--- src/rtl/four_bit_divider_pkg.sv ---
// -----------------------------------------------------------------------------
// four_bit_divider_pkg
// Shared definitions for the restoring divider: the FSM state encoding and the
// default operand width.
// -----------------------------------------------------------------------------
package four_bit_divider_pkg;

    localparam int DEFAULT_WIDTH = 4;

    typedef enum logic [1:0] {
        IDLE = 2'd0,
        CALC = 2'd1,
        FIN  = 2'd2
    } state_t;

endpackage

--- src/rtl/four_bit_divider_full_sub.sv ---
// -----------------------------------------------------------------------------
// full_sub
// One-bit full subtractor: computes a - b - borrow_in.
// Ports:
//   a, b       : minuend / subtrahend bits
//   borrow_in  : borrow from the next less significant stage
//   diff       : difference bit
//   borrow_out : borrow into the next more significant stage
// -----------------------------------------------------------------------------
module full_sub (
    input  logic a,
    input  logic b,
    input  logic borrow_in,
    output logic diff,
    output logic borrow_out
);

    assign diff       = a ^ b ^ borrow_in;
    assign borrow_out = (~a & b) | (~(a ^ b) & borrow_in);

endmodule

--- src/rtl/four_bit_divider.sv ---
// -----------------------------------------------------------------------------
// four_bit_divider
// Unsigned restoring divider producing one quotient bit per clock, MSB first.
// Ports:
//   clk         : rising-edge clock
//   rst_n       : synchronous active-low reset
//   start       : request a division (ignored while busy or in reset)
//   a, b        : dividend / divisor, captured when start is accepted
//   busy        : high while the divider is iterating (CALC)
//   done        : one-cycle pulse when q, r and div_by_zero are fresh
//   q, r        : quotient / remainder, held between results
//   div_by_zero : last accepted division had b == 0
// -----------------------------------------------------------------------------
module four_bit_divider
    import four_bit_divider_pkg::*;
#(
    parameter int WIDTH = DEFAULT_WIDTH
) (
    input  logic             clk,
    input  logic             rst_n,
    input  logic             start,
    input  logic [WIDTH-1:0] a,
    input  logic [WIDTH-1:0] b,
    output logic             busy,
    output logic             done,
    output logic [WIDTH-1:0] q,
    output logic [WIDTH-1:0] r,
    output logic             div_by_zero
);

    localparam int CW = (WIDTH > 1) ? $clog2(WIDTH) : 1;

    state_t           state;
    state_t           state_next;
    logic [WIDTH-1:0] dividend;
    logic [WIDTH-1:0] divisor;
    logic [WIDTH-1:0] rem;
    logic [WIDTH-2:0] quot;
    logic [CW-1:0]    count;

    logic             last_calc;
    logic [WIDTH:0]   shifted;
    logic [WIDTH:0]   sub_b;
    logic [WIDTH:0]   diff;
    logic [WIDTH+1:0] borrow;
    logic             trial_neg;
    logic [WIDTH-1:0] rem_next;
    logic [WIDTH-1:0] quot_shift;

    // When the trial difference is kept it is smaller than the divisor, so
    // its top bit is always zero and is deliberately dropped.
    logic             unused_diff_msb;
    assign unused_diff_msb = diff[WIDTH];

    assign last_calc = (count == CW'(WIDTH - 1));

    // Bring the next dividend bit into the partial remainder.
    assign shifted = {rem, dividend[WIDTH-1]};
    assign sub_b   = {1'b0, divisor};

    // Ripple-borrow trial subtraction, WIDTH+1 bits wide.
    assign borrow[0] = 1'b0;
    for (genvar i = 0; i <= WIDTH; i++) begin : g_sub
        full_sub u_full_sub (
            .a          (shifted[i]),
            .b          (sub_b[i]),
            .borrow_in  (borrow[i]),
            .diff       (diff[i]),
            .borrow_out (borrow[i+1])
        );
    end

    // A final borrow means the trial went negative: restore the shifted value.
    assign trial_neg  = borrow[WIDTH+1];
    assign rem_next   = trial_neg ? shifted[WIDTH-1:0] : diff[WIDTH-1:0];
    assign quot_shift = {quot, ~trial_neg};

    // State register.
    always_ff @(posedge clk) begin
        if (!rst_n) begin
            state <= IDLE;
        end else begin
            state <= state_next;
        end
    end

    // Next-state logic plus the state-decoded busy/done strobes. A start in
    // FIN is accepted while done still flags the result that is completing.
    always_comb begin
        state_next = state;
        busy       = 1'b0;
        done       = 1'b0;
        case (state)
            IDLE: begin
                if (start) begin
                    state_next = (b == '0) ? FIN : CALC;
                end
            end
            CALC: begin
                busy = 1'b1;
                if (last_calc) begin
                    state_next = FIN;
                end
            end
            FIN: begin
                done = 1'b1;
                if (start) begin
                    state_next = (b == '0) ? FIN : CALC;
                end else begin
                    state_next = IDLE;
                end
            end
            default: begin
                state_next = IDLE;
            end
        endcase
    end

    // Datapath. Visible results only change on the edge that enters FIN, so
    // intermediate iteration values never reach q or r.
    always_ff @(posedge clk) begin
        if (!rst_n) begin
            dividend    <= '0;
            divisor     <= '0;
            rem         <= '0;
            quot        <= '0;
            count       <= '0;
            q           <= '0;
            r           <= '0;
            div_by_zero <= 1'b0;
        end else begin
            case (state)
                IDLE, FIN: begin
                    if (start) begin
                        if (b != '0) begin
                            dividend <= a;
                            divisor  <= b;
                            rem      <= '0;
                            quot     <= '0;
                            count    <= '0;
                        end else begin
                            q           <= '1;
                            r           <= a;
                            div_by_zero <= 1'b1;
                        end
                    end
                end
                CALC: begin
                    dividend <= {dividend[WIDTH-2:0], 1'b0};
                    rem      <= rem_next;
                    quot     <= quot_shift[WIDTH-2:0];
                    count    <= count + CW'(1);
                    if (last_calc) begin
                        q           <= quot_shift;
                        r           <= rem_next;
                        div_by_zero <= 1'b0;
                    end
                end
                default: begin
                end
            endcase
        end
    end

endmodule
--- config.mk ---
export PLATFORM = sky130hd
export DESIGN_NAME = four_bit_divider
export DESIGN_NICKNAME = d
export VERILOG_FILES = /design/src/rtl/four_bit_divider_pkg.sv /design/src/rtl/four_bit_divider_full_sub.sv /design/src/rtl/four_bit_divider.sv
export SDC_FILE = /design/constraint.sdc
export NUM_CORES = 1
export LEC_CHECK = 0
export BUFFER_PORTS_ARGS = -buffer_cell sky130_fd_sc_hd__buf_2
export CORE_MARGIN = 1.5
export CORE_UTILIZATION = 54
export DETAILED_ROUTE_END_ITERATION = 6
export PLACE_DENSITY = 0.87
export SYNTH_ARGS = -nofsm -noshare
export SYNTH_HDL_FRONTEND = slang
export SYNTH_SLANG_ARGS = --single-unit
--- constraint.sdc ---
create_clock -name clk -period 2.6 [get_ports clk]
set_input_delay 0.13 -clock clk [delete_from_list [all_inputs] [get_ports clk]]
set_output_delay 0.13 -clock clk [all_outputs]
set_load 0.01 [all_outputs]
==> flow_metrics.tcl, run 1 <==
set metrics [dict create \
    ant_nets 0 \
    dpl.hpwl_mm 2.19 \
    wl_mm 3.07 \
    avgViaCountPerCell 6.35 \
    dr.pass1.iters 6 \
    grt_pass1_wl_mm 5.02 \
    post_drt_wl_per_cell_um 16.1 \
    antenna_found_initial 0 \
    crit_fanout 3 \
    synth_area_leader_cell "dfxtp_1" \
    cts_buffers 3 \
    synth_area_sq_mm 0.00132 \
    fmax_ghz 0.410 \
    cts_tree "built" \
    fin_tns_setup_ns 0 \
    area_growth_pct 10.9 \
    grt_setup_unrepaired "no" \
    n_fill_cell 199 \
    yosys_warnings 0 \
    synth_seq_cells 28 \
    fin_crit_ns 2.44 \
    synth_cell_types 34 \
    grt_use_met3_pct 2.57 \
    initial_core_util_pct 58.5 \
    die_w_um 52.4 \
    p_leak_uw 0.000557 \
    portBuffers 21 \
    grt_use_total_pct 24.6 \
    rows 17 \
    netlist_instances 148 \
    finalClockSkew_ns 0.00843 \
    finalCoreUtilization_pct 64.9 \
    yosys.area.top_type_share_pct 42.5 \
    pin_count 22 \
    maxCapViolCount 0 \
    ys_seq_area_share_pct 42.5 \
    grt_max_degree 25 \
    hold_ws_ns 0.0431 \
    synth_edf_count 0 \
    path_cells "inv_1 -> ha_1 -> fa_2 -> fa_1 -> inv_1 -> fa_2 -> o21a_1 -> o21ai_0 -> a21oi_1" \
    cts-root-buf "clkbuf_4" \
    slew_violations 0 \
    tightestPinTransition_ns 0.812 \
    start_kind "register" \
    fin_crit_sh_pct 93.8 \
    cpPeakStageDelay_ns 0.42 \
    timing_hold_violations_final 0 \
    setup-violations-final 0 \
    holdPathStages 3 \
    grt_pass1_vias 1120 \
    layout_common_cells "27 x dfxtp_1, 21 x buf_2, 14 x a21oi_1" \
    synthArstFlopShare_pct 0 \
    drt_iter0_drc 25 \
    critical_path_required_ns 2.80 \
    synth_ff_type "dfxtp_1" \
    worstPathArrival_ns 2.64 \
    drive_above_1_share_pct 21.5 \
    dieArea_sq_mm 0.00275 \
    crit_slowest_cell "fa_2" \
    power_density_mw_per_mm2 550 \
    avgSynthCellArea_sq_um 8.91 \
    path_clk_slew_ns 0.15 \
    ctsResizeCount 0 \
    ir_worst_vdd_uv 410 \
    clk_latency_ns 0.33 \
    grt-ovfl-total 0 \
    nets 181 \
    cts.htree.levels 1 \
    grt_busiest_layer "met2" \
    cts_setup_buffers 0 \
    grtUsageMet1_pct 30.5 \
    die_y_um 52.4 \
    gp_congestion 0.837 \
    grt_use_met2_pct 43.8 \
    clock-sinks 28 \
    drc 0 \
    min_path_type "in -> reg" \
    relSlewSlack_pct 45.9 \
    synth_nets 164 \
    hold_buffers 0 \
    ff2ff_path_depth 9 \
    cts_buffer_depth 2 \
    worstSetupEndpointType "register" \
    num_vias 1212 \
    core_area_sq_mm 0.00225 \
    status "completed" \
    insertedDiodeCount 0 \
    criticalPathCategory "reg -> reg" \
    final_common_cell "dfxtp_1" \
    synth.area.top_cells "dfxtp_1 43%, o211ai_1 6.8%, a21oi_1 5.3%" \
]
==> cell type report <==
type / count / area (sq um) / area share, %
inverter: 8 / 30.0 / 2.05
timing repair buffer: 24 / 128 / 8.73
tap: 28 / 35.0 / 2.40
multi-input combinational: 100 / 686 / 46.9
clock buffer: 3 / 22.5 / 1.54
sequential: 28 / 562 / 38.4
==> worst paths after layout <==
path,from,to,slack [ns]
worst max-delay path,dividend[3]$_SDFFE_PN0P_,rem[3]$_SDFFE_PN0P_,0.16
worst min-delay path,b[0],divisor[0]$_SDFFE_PN0P_,0.04
worst max register to register,dividend[3]$_SDFFE_PN0P_,rem[3]$_SDFFE_PN0P_,0.16
worst min register to register,q[2]$_SDFFE_PN0P_,q[2]$_SDFFE_PN0P_,0.47
==> flip-flops by register name, summed over array words and instances (netlist names) <==
name	cells
dividend	4
divisor	4
q	4
r	4
rem	4
quot	3
count	2
state	2
div_by_zero	1
==> where the power goes <==
group	switching, uW	internal, uW	total (uW)	leakage, uW
Clock	124	54.5	178	0.0000138
Sequential	18.2	453	471	0.000228
Combinational	95.1	59.5	155	0.000315
Total	237	567	804	0.000557
==> critical path: cells and delay by family (launching register included) <==
kind,cells,cell delay (ns)
buf+inv,2,0.13
fa+ha+maj,4,1.43
compound gates,3,0.38
flops,1,0.36
==> stage by stage <==
| step | setup WS (ns) | power [uW] | instance area [sq um] | instances |
|---|---|---|---|---|
| after global routing | 0.0504 | 845 | 1460 | 191 |
| final | 0.162 | 804 | 1460 | 191 |
| after global placement | 0.205 | 619 | 1430 | 188 |
| after detailed placement | 0.127 | 629 | 1430 | 188 |
| after floorplan | 0.299 | 584 | 1320 | 148 |
| after CTS | 0.0866 | 802 | 1450 | 191 |
==> synthesized netlist by cell type (all sizes together), types with 3 or more instances <==
| library cell | instances |
|---|---|
| clkbuf | 6 |
| a211oi | 7 |
| nand3 | 4 |
| o211ai | 12 |
| fa | 3 |
| inv | 8 |
| buf | 6 |
| nand2 | 11 |
| a31oi | 3 |
| nor2 | 3 |
| dfxtp | 28 |
| a21oi | 14 |
| o21ai | 18 |
| a311oi | 3 |
| nand2b | 3 |
==> per-layer routing <==
metal / routed length, um / up-vias / share of wire, %
met5: 0 / - / 0
met4: 44 / 0 / 1.4
met3: 142 / 5 / 4.6
met2: 1510 / 38 / 49
met1: 1380 / 591 / 45
li1: - / 578 / -
==> cell families after synthesis <==
logic type	Yosys count	share of synthesized area (%)
AO/OA/AOI/OAI	63	31.6
AND/OR/NAND/NOR	32	13.2
buffers and inverters	20	6.26
flip-flops	28	42.5
adder cells (fa/ha/maj)	5	6.45
No activity file was read; power rests on OpenSTA's default activity.
==> run 2, diff against run 1 <==
--- a/config.mk
+++ b/config.mk
@@ -6,10 +6,12 @@
 export NUM_CORES = 1
 export LEC_CHECK = 0
 export BUFFER_PORTS_ARGS = -buffer_cell sky130_fd_sc_hd__buf_2
+export CAP_MARGIN = 15
 export CORE_MARGIN = 1.5
 export CORE_UTILIZATION = 54
 export DETAILED_ROUTE_END_ITERATION = 6
 export PLACE_DENSITY = 0.87
+export SLEW_MARGIN = 0
 export SYNTH_ARGS = -nofsm -noshare
 export SYNTH_HDL_FRONTEND = slang
 export SYNTH_SLANG_ARGS = --single-unit
==> constraint.sdc (replaced) <==
create_clock -name clk -period 2.6 [get_ports clk]
set_input_delay 0.52 -clock clk [delete_from_list [all_inputs] [get_ports clk]]
set_output_delay 0.52 -clock clk [all_outputs]
set_load 0.01 [all_outputs]
==> run 2 against run 1 <==
Against the previous run:
- non-clock buffer count increased by 2
- maximum frequency about the same
- critical path depth stayed put
- first-iteration DRC count grew 44%
- cell area increased by 2.9%
- power rose by 15%
==> flow_metrics.tcl, run 2 (same netlist as run 1, synthesis figures left out) <==
set metrics [dict create \
    status "completed" \
    power_density_mw_per_mm2 615 \
    pin_count 22 \
    critical_path_required_ns 2.82 \
    finalClockSkew_ns 0.0112 \
    tightestPinTransition_ns 0.835 \
    antenna_found_initial 0 \
    fin_crit_ns 2.44 \
    maxCapViolCount 0 \
    slew_violations 0 \
    crit_fanout 3 \
    criticalPathCategory "reg -> reg" \
    die_y_um 52.4 \
    min_path_type "in -> reg" \
    cts-root-buf "clkbuf_4" \
    drc 0 \
    grt_pass1_wl_mm 5.27 \
    final_common_cell "dfxtp_1" \
    dpl.hpwl_mm 2.21 \
    layout_common_cells "27 x dfxtp_1, 21 x buf_2, 14 x a21oi_1" \
    preCtsSetupSlack_ns 0.0757 \
    core_area_sq_mm 0.00225 \
    wl_mm 3.14 \
    fin_tns_setup_ns 0 \
    post_drt_wl_per_cell_um 16.2 \
    clk_latency_ns 0.34 \
    rows 17 \
    portBuffers 21 \
    grt_setup_unrepaired "no" \
    timing_hold_violations_final 0 \
    die_w_um 52.4 \
    grt_use_total_pct 25.9 \
    drt_iter0_drc 36 \
    path_clk_slew_ns 0.16 \
    cts_buffer_depth 2 \
    grt_max_degree 25 \
    grt-ovfl-total 0 \
    avgViaCountPerCell 6.32 \
    fin_crit_sh_pct 93.8 \
    ant_nets 0 \
    clock-sinks 28 \
    dr.pass1.iters 4 \
    setup-violations-final 0 \
    n_fill_cell 201 \
    grt_pass1_vias 1159 \
    gp_congestion 0.847 \
    num_vias 1226 \
    start_kind "register" \
    nets 183 \
    seq_area_sq_um 562 \
    cts.htree.levels 1 \
    worstSetupEndpointType "register" \
    initial_core_util_pct 58.5 \
    relSlewSlack_pct 44.4 \
    worstPathArrival_ns 2.66 \
    hold_buffers 0 \
    hold_ws_ns 0.424 \
    area_growth_pct 14.1 \
    setup_ws_ns 0.160 \
    fmax_ghz 0.410 \
    drive_above_1_share_pct 22.3 \
    dieArea_sq_mm 0.00275 \
    p_leak_uw 0.000581 \
    cts_tree "built" \
    cts_buffers 3 \
    ir_worst_vdd_uv 547 \
    multiInputGateArea_sq_um 683 \
    insertedDiodeCount 0 \
]
## run 2: changes by cell type in the layout (fill, tap and decap cells not counted), sizes merged
cell and change:
buf +2, bufinv +1
## run 2: cell type report
class,instances,area share (%)
Timing Repair Buffer,26,9.48
Clock buffer,3,1.50
Multi-Input combinational cell,100,45.4
Tap cell,28,2.33
Clock inverter,1,2.00
Inverter,8,2.00
Sequential cell,28,37.3
## run 2: layer usage
layer / up-vias / wire, um / global-route usage, %
met4: 0 / 59 / 12.4
met3: 9 / 184 / 4.29
met5: - / 0 / 0
met2: 52 / 1500 / 41.9
li1: 583 / - / -
met1: 582 / 1400 / 33.3
## run 2: what timing repair did
item | 4_1_cts | 5_1_grt
endpoints found under the setup margin | 0 | 4
buffers inserted | 0 | 2
resized for setup | 0 | 4
## run 2: where the power goes
group          internal [uW]  switching, uW
logic                   68.1           98.2
registers                453           18.7
clock network            156            131
total                    677            248
## run 2: path summary, 6_finish.rpt
| path | start | endpoint | slack (ns) | depth (start not counted) |
|---|---|---|---|---|
| setup / recovery | dividend[3]$_SDFFE_PN0P_ | rem[3]$_SDFFE_PN0P_ | 0.16 | 9 |
| setup reg to reg | dividend[3]$_SDFFE_PN0P_ | rem[3]$_SDFFE_PN0P_ | 0.16 | 9 |
| hold reg to reg | q[2]$_SDFFE_PN0P_ | q[2]$_SDFFE_PN0P_ | 0.48 | 2 |
| hold / removal | b[2] | divisor[2]$_SDFFE_PN0P_ | 0.42 | 3 |
## run 2: through the flow
step	power, uW	area [sq um]	std cells	util (%)
final	925	1510	194	66.8
after global routing	969	1510	194	66.8
after CTS	909	1480	192	65.7
after detailed placement	631	1430	188	63.4
after global placement	619	1430	188	63.4
after floorplan	584	1320	148	-
## run 2: worst max-delay path, cell delays in order, from the launching register on
cell and delay (ns):
dfxtp_2 0.37, inv_1 0.04, ha_1 0.19, fa_2 0.40, fa_1 0.42, inv_1 0.09
fa_2 0.44, o21a_1 0.14, o21ai_0 0.15, a21oi_1 0.08
==> run 3, diff against run 2 <==
--- a/config.mk
+++ b/config.mk
@@ -10,7 +10,7 @@
 export CORE_MARGIN = 1.5
 export CORE_UTILIZATION = 54
 export DETAILED_ROUTE_END_ITERATION = 6
-export PLACE_DENSITY = 0.87
+export PLACE_DENSITY = 0.77
 export SLEW_MARGIN = 0
 export SYNTH_ARGS = -nofsm -noshare
 export SYNTH_HDL_FRONTEND = slang
==> run 3 against run 2 <==
Against the previous run:
- cell count did not move
- non-clock buffer count did not move
- clock skew fell by 0.0085 ns
- clock power fell by 22%
- routed wire length rose by 1.9%
- critical path depth did not move
- register-to-register slack improved by 0.03 ns
- sequential cell count did not move
- maximum frequency rose by 1.1%
- sequential power barely moved
- clock-buffer cell count rose by 1
- critical endpoint unchanged
- largest power group unchanged
- highest routed layer unchanged
==> flow_metrics.tcl, run 3 (same netlist as run 1, synthesis figures left out) <==
set metrics [dict create \
    ant_nets 0 \
    grt_use_total_pct 25.9 \
    antenna_found_initial 0 \
    grt_setup_unrepaired "no" \
    avgViaCountPerCell 6.28 \
    maxCapViolCount 0 \
    timing_hold_violations_final 0 \
    slew_violations 0 \
    cts_tree "built" \
    layout_common_cells "27 x dfxtp_1, 21 x buf_2, 14 x a21oi_1" \
    insertedDiodeCount 0 \
    tightestPinTransition_ns 0.822 \
    drt_iter0_drc 45 \
    dpl.hpwl_mm 2.21 \
    rows 17 \
    criticalPathCategory "reg -> reg" \
    pwr-share-comb_pct 18.8 \
    p_clk_share_pct 26.0 \
    dieArea_sq_mm 0.00275 \
    power.internal_uw 604 \
    post_drt_wl_per_cell_um 16.5 \
    fmax_ghz 0.414 \
    ir_worst_vdd_uv 305 \
    cts_buffers 3 \
    setup-violations-final 0 \
    pwr-share-seq_pct 55.1 \
    pin_count 22 \
    cts_buffer_depth 2 \
    die_w_um 52.4 \
    area_growth_pct 12.9 \
    cts.htree.levels 1 \
    dp.cells 189 \
    grt_max_degree 23 \
    hold_buffers 0 \
    route.met3.wl_um 129 \
    gp_congestion 0.812 \
    fin_tns_setup_ns 0 \
    worstSetupEndpointType "register" \
    start_kind "register" \
    portBuffers 21 \
    fin_crit_sh_pct 92.8 \
    die_y_um 52.4 \
    wl_met1_mm 1.44 \
    finalClockSkew_ns 0.00267 \
    final_common_cell "dfxtp_1" \
    grt-ovfl-total 0 \
    clock-sinks 28 \
    min_path_type "in -> reg" \
    crit_fanout 3 \
    critical_path_required_ns 2.82 \
    finalCoreUtilization_pct 66.0 \
    path_clk_slew_ns 0.16 \
    n_fill_cell 215 \
    fin_cells 194 \
    clk_latency_ns 0.34 \
    status "completed" \
    num_vias 1219 \
    netSwitchingFraction_pct 29.5 \
    wl_mm 3.20 \
    p_switching_uw 253 \
    drive_above_1_share_pct 22.3 \
    power_density_mw_per_mm2 575 \
    drc 0 \
    p_leak_uw 0.000575 \
    grt_pass1_wl_mm 5.26 \
    worstPathArrival_ns 2.63 \
    dr_wl_met2_mm 1.60 \
    nets 183 \
    hold_ws_ns 0.425 \
    relSlewSlack_pct 45.2 \
    top_layer "met4" \
    initial_core_util_pct 58.5 \
    fin_crit_ns 2.41 \
    dr.pass1.iters 5 \
    grt_pass1_vias 1123 \
    cts-root-buf "clkbuf_4" \
    core_area_sq_mm 0.00225 \
]
==> run 3: cell type report <==
cell class                 count  area, sq um  area share (%)
multi-input combinational    100          683            45.9
sequential                    28          562            37.7
timing repair buffer          26          143            9.58
clock buffer                   4         36.3            2.44
tap                           28         35.0            2.35
inverter                       8         30.0            2.02
==> run 3: what timing repair did <==
| action | 4_1_cts | 5_1_grt |
|---|---|---|
| setup buffers | 0 | 1 |
| endpoints found under the setup margin | 0 | 6 |
| gates resized for setup | 0 | 4 |
==> run 3: critical path, stage by stage, from the launching register on <==
cell and delay, ns:
dfxtp_2 0.37, inv_1 0.04, ha_1 0.20, fa_2 0.40
fa_1 0.42, inv_1 0.09, fa_2 0.43, o21a_1 0.12
o21ai_0 0.14, a21oi_1 0.08
==> run 3: worst paths after layout <==
kind	cells past startpoint	to	slack, ns	start
setup / recovery	9	rem[3]$_SDFFE_PN0P_	0.19	dividend[3]$_SDFFE_PN0P_
hold / removal	3	divisor[2]$_SDFFE_PN0P_	0.42	b[2]
setup reg to reg	9	rem[3]$_SDFFE_PN0P_	0.19	dividend[3]$_SDFFE_PN0P_
hold reg to reg	2	q[2]$_SDFFE_PN0P_	0.47	q[2]$_SDFFE_PN0P_
==> run 3: per-layer routing <==
layer  up-vias  track usage [%]
met4         0             8.55
met5         -                0
met2        32             42.9
li1        580                -
met1       603             35.3
met3         4             2.57
==> run 3: power by group through the flow <==
| stage | clock network, uW | logic (uW) | registers, uW |
|---|---|---|---|
| finish | 223 | 161 | 472 |
| global route | 239 | 182 | 475 |
| CTS | 222 | 151 | 471 |
| detailed placement | 0 | 151 | 480 |
| global placement | 0 | 143 | 479 |
| floorplan | 0 | 108 | 476 |
==> run 3: metrics by stage <==
stage	cell area, sq um	worst slack [ns]	total power [uW]
final	1490	0.186	857
after global routing	1490	0.0480	896
after CTS	1470	0.00697	844
after detailed placement	1440	0.0422	631
after global placement	1440	0.167	622
after floorplan	1320	0.299	584
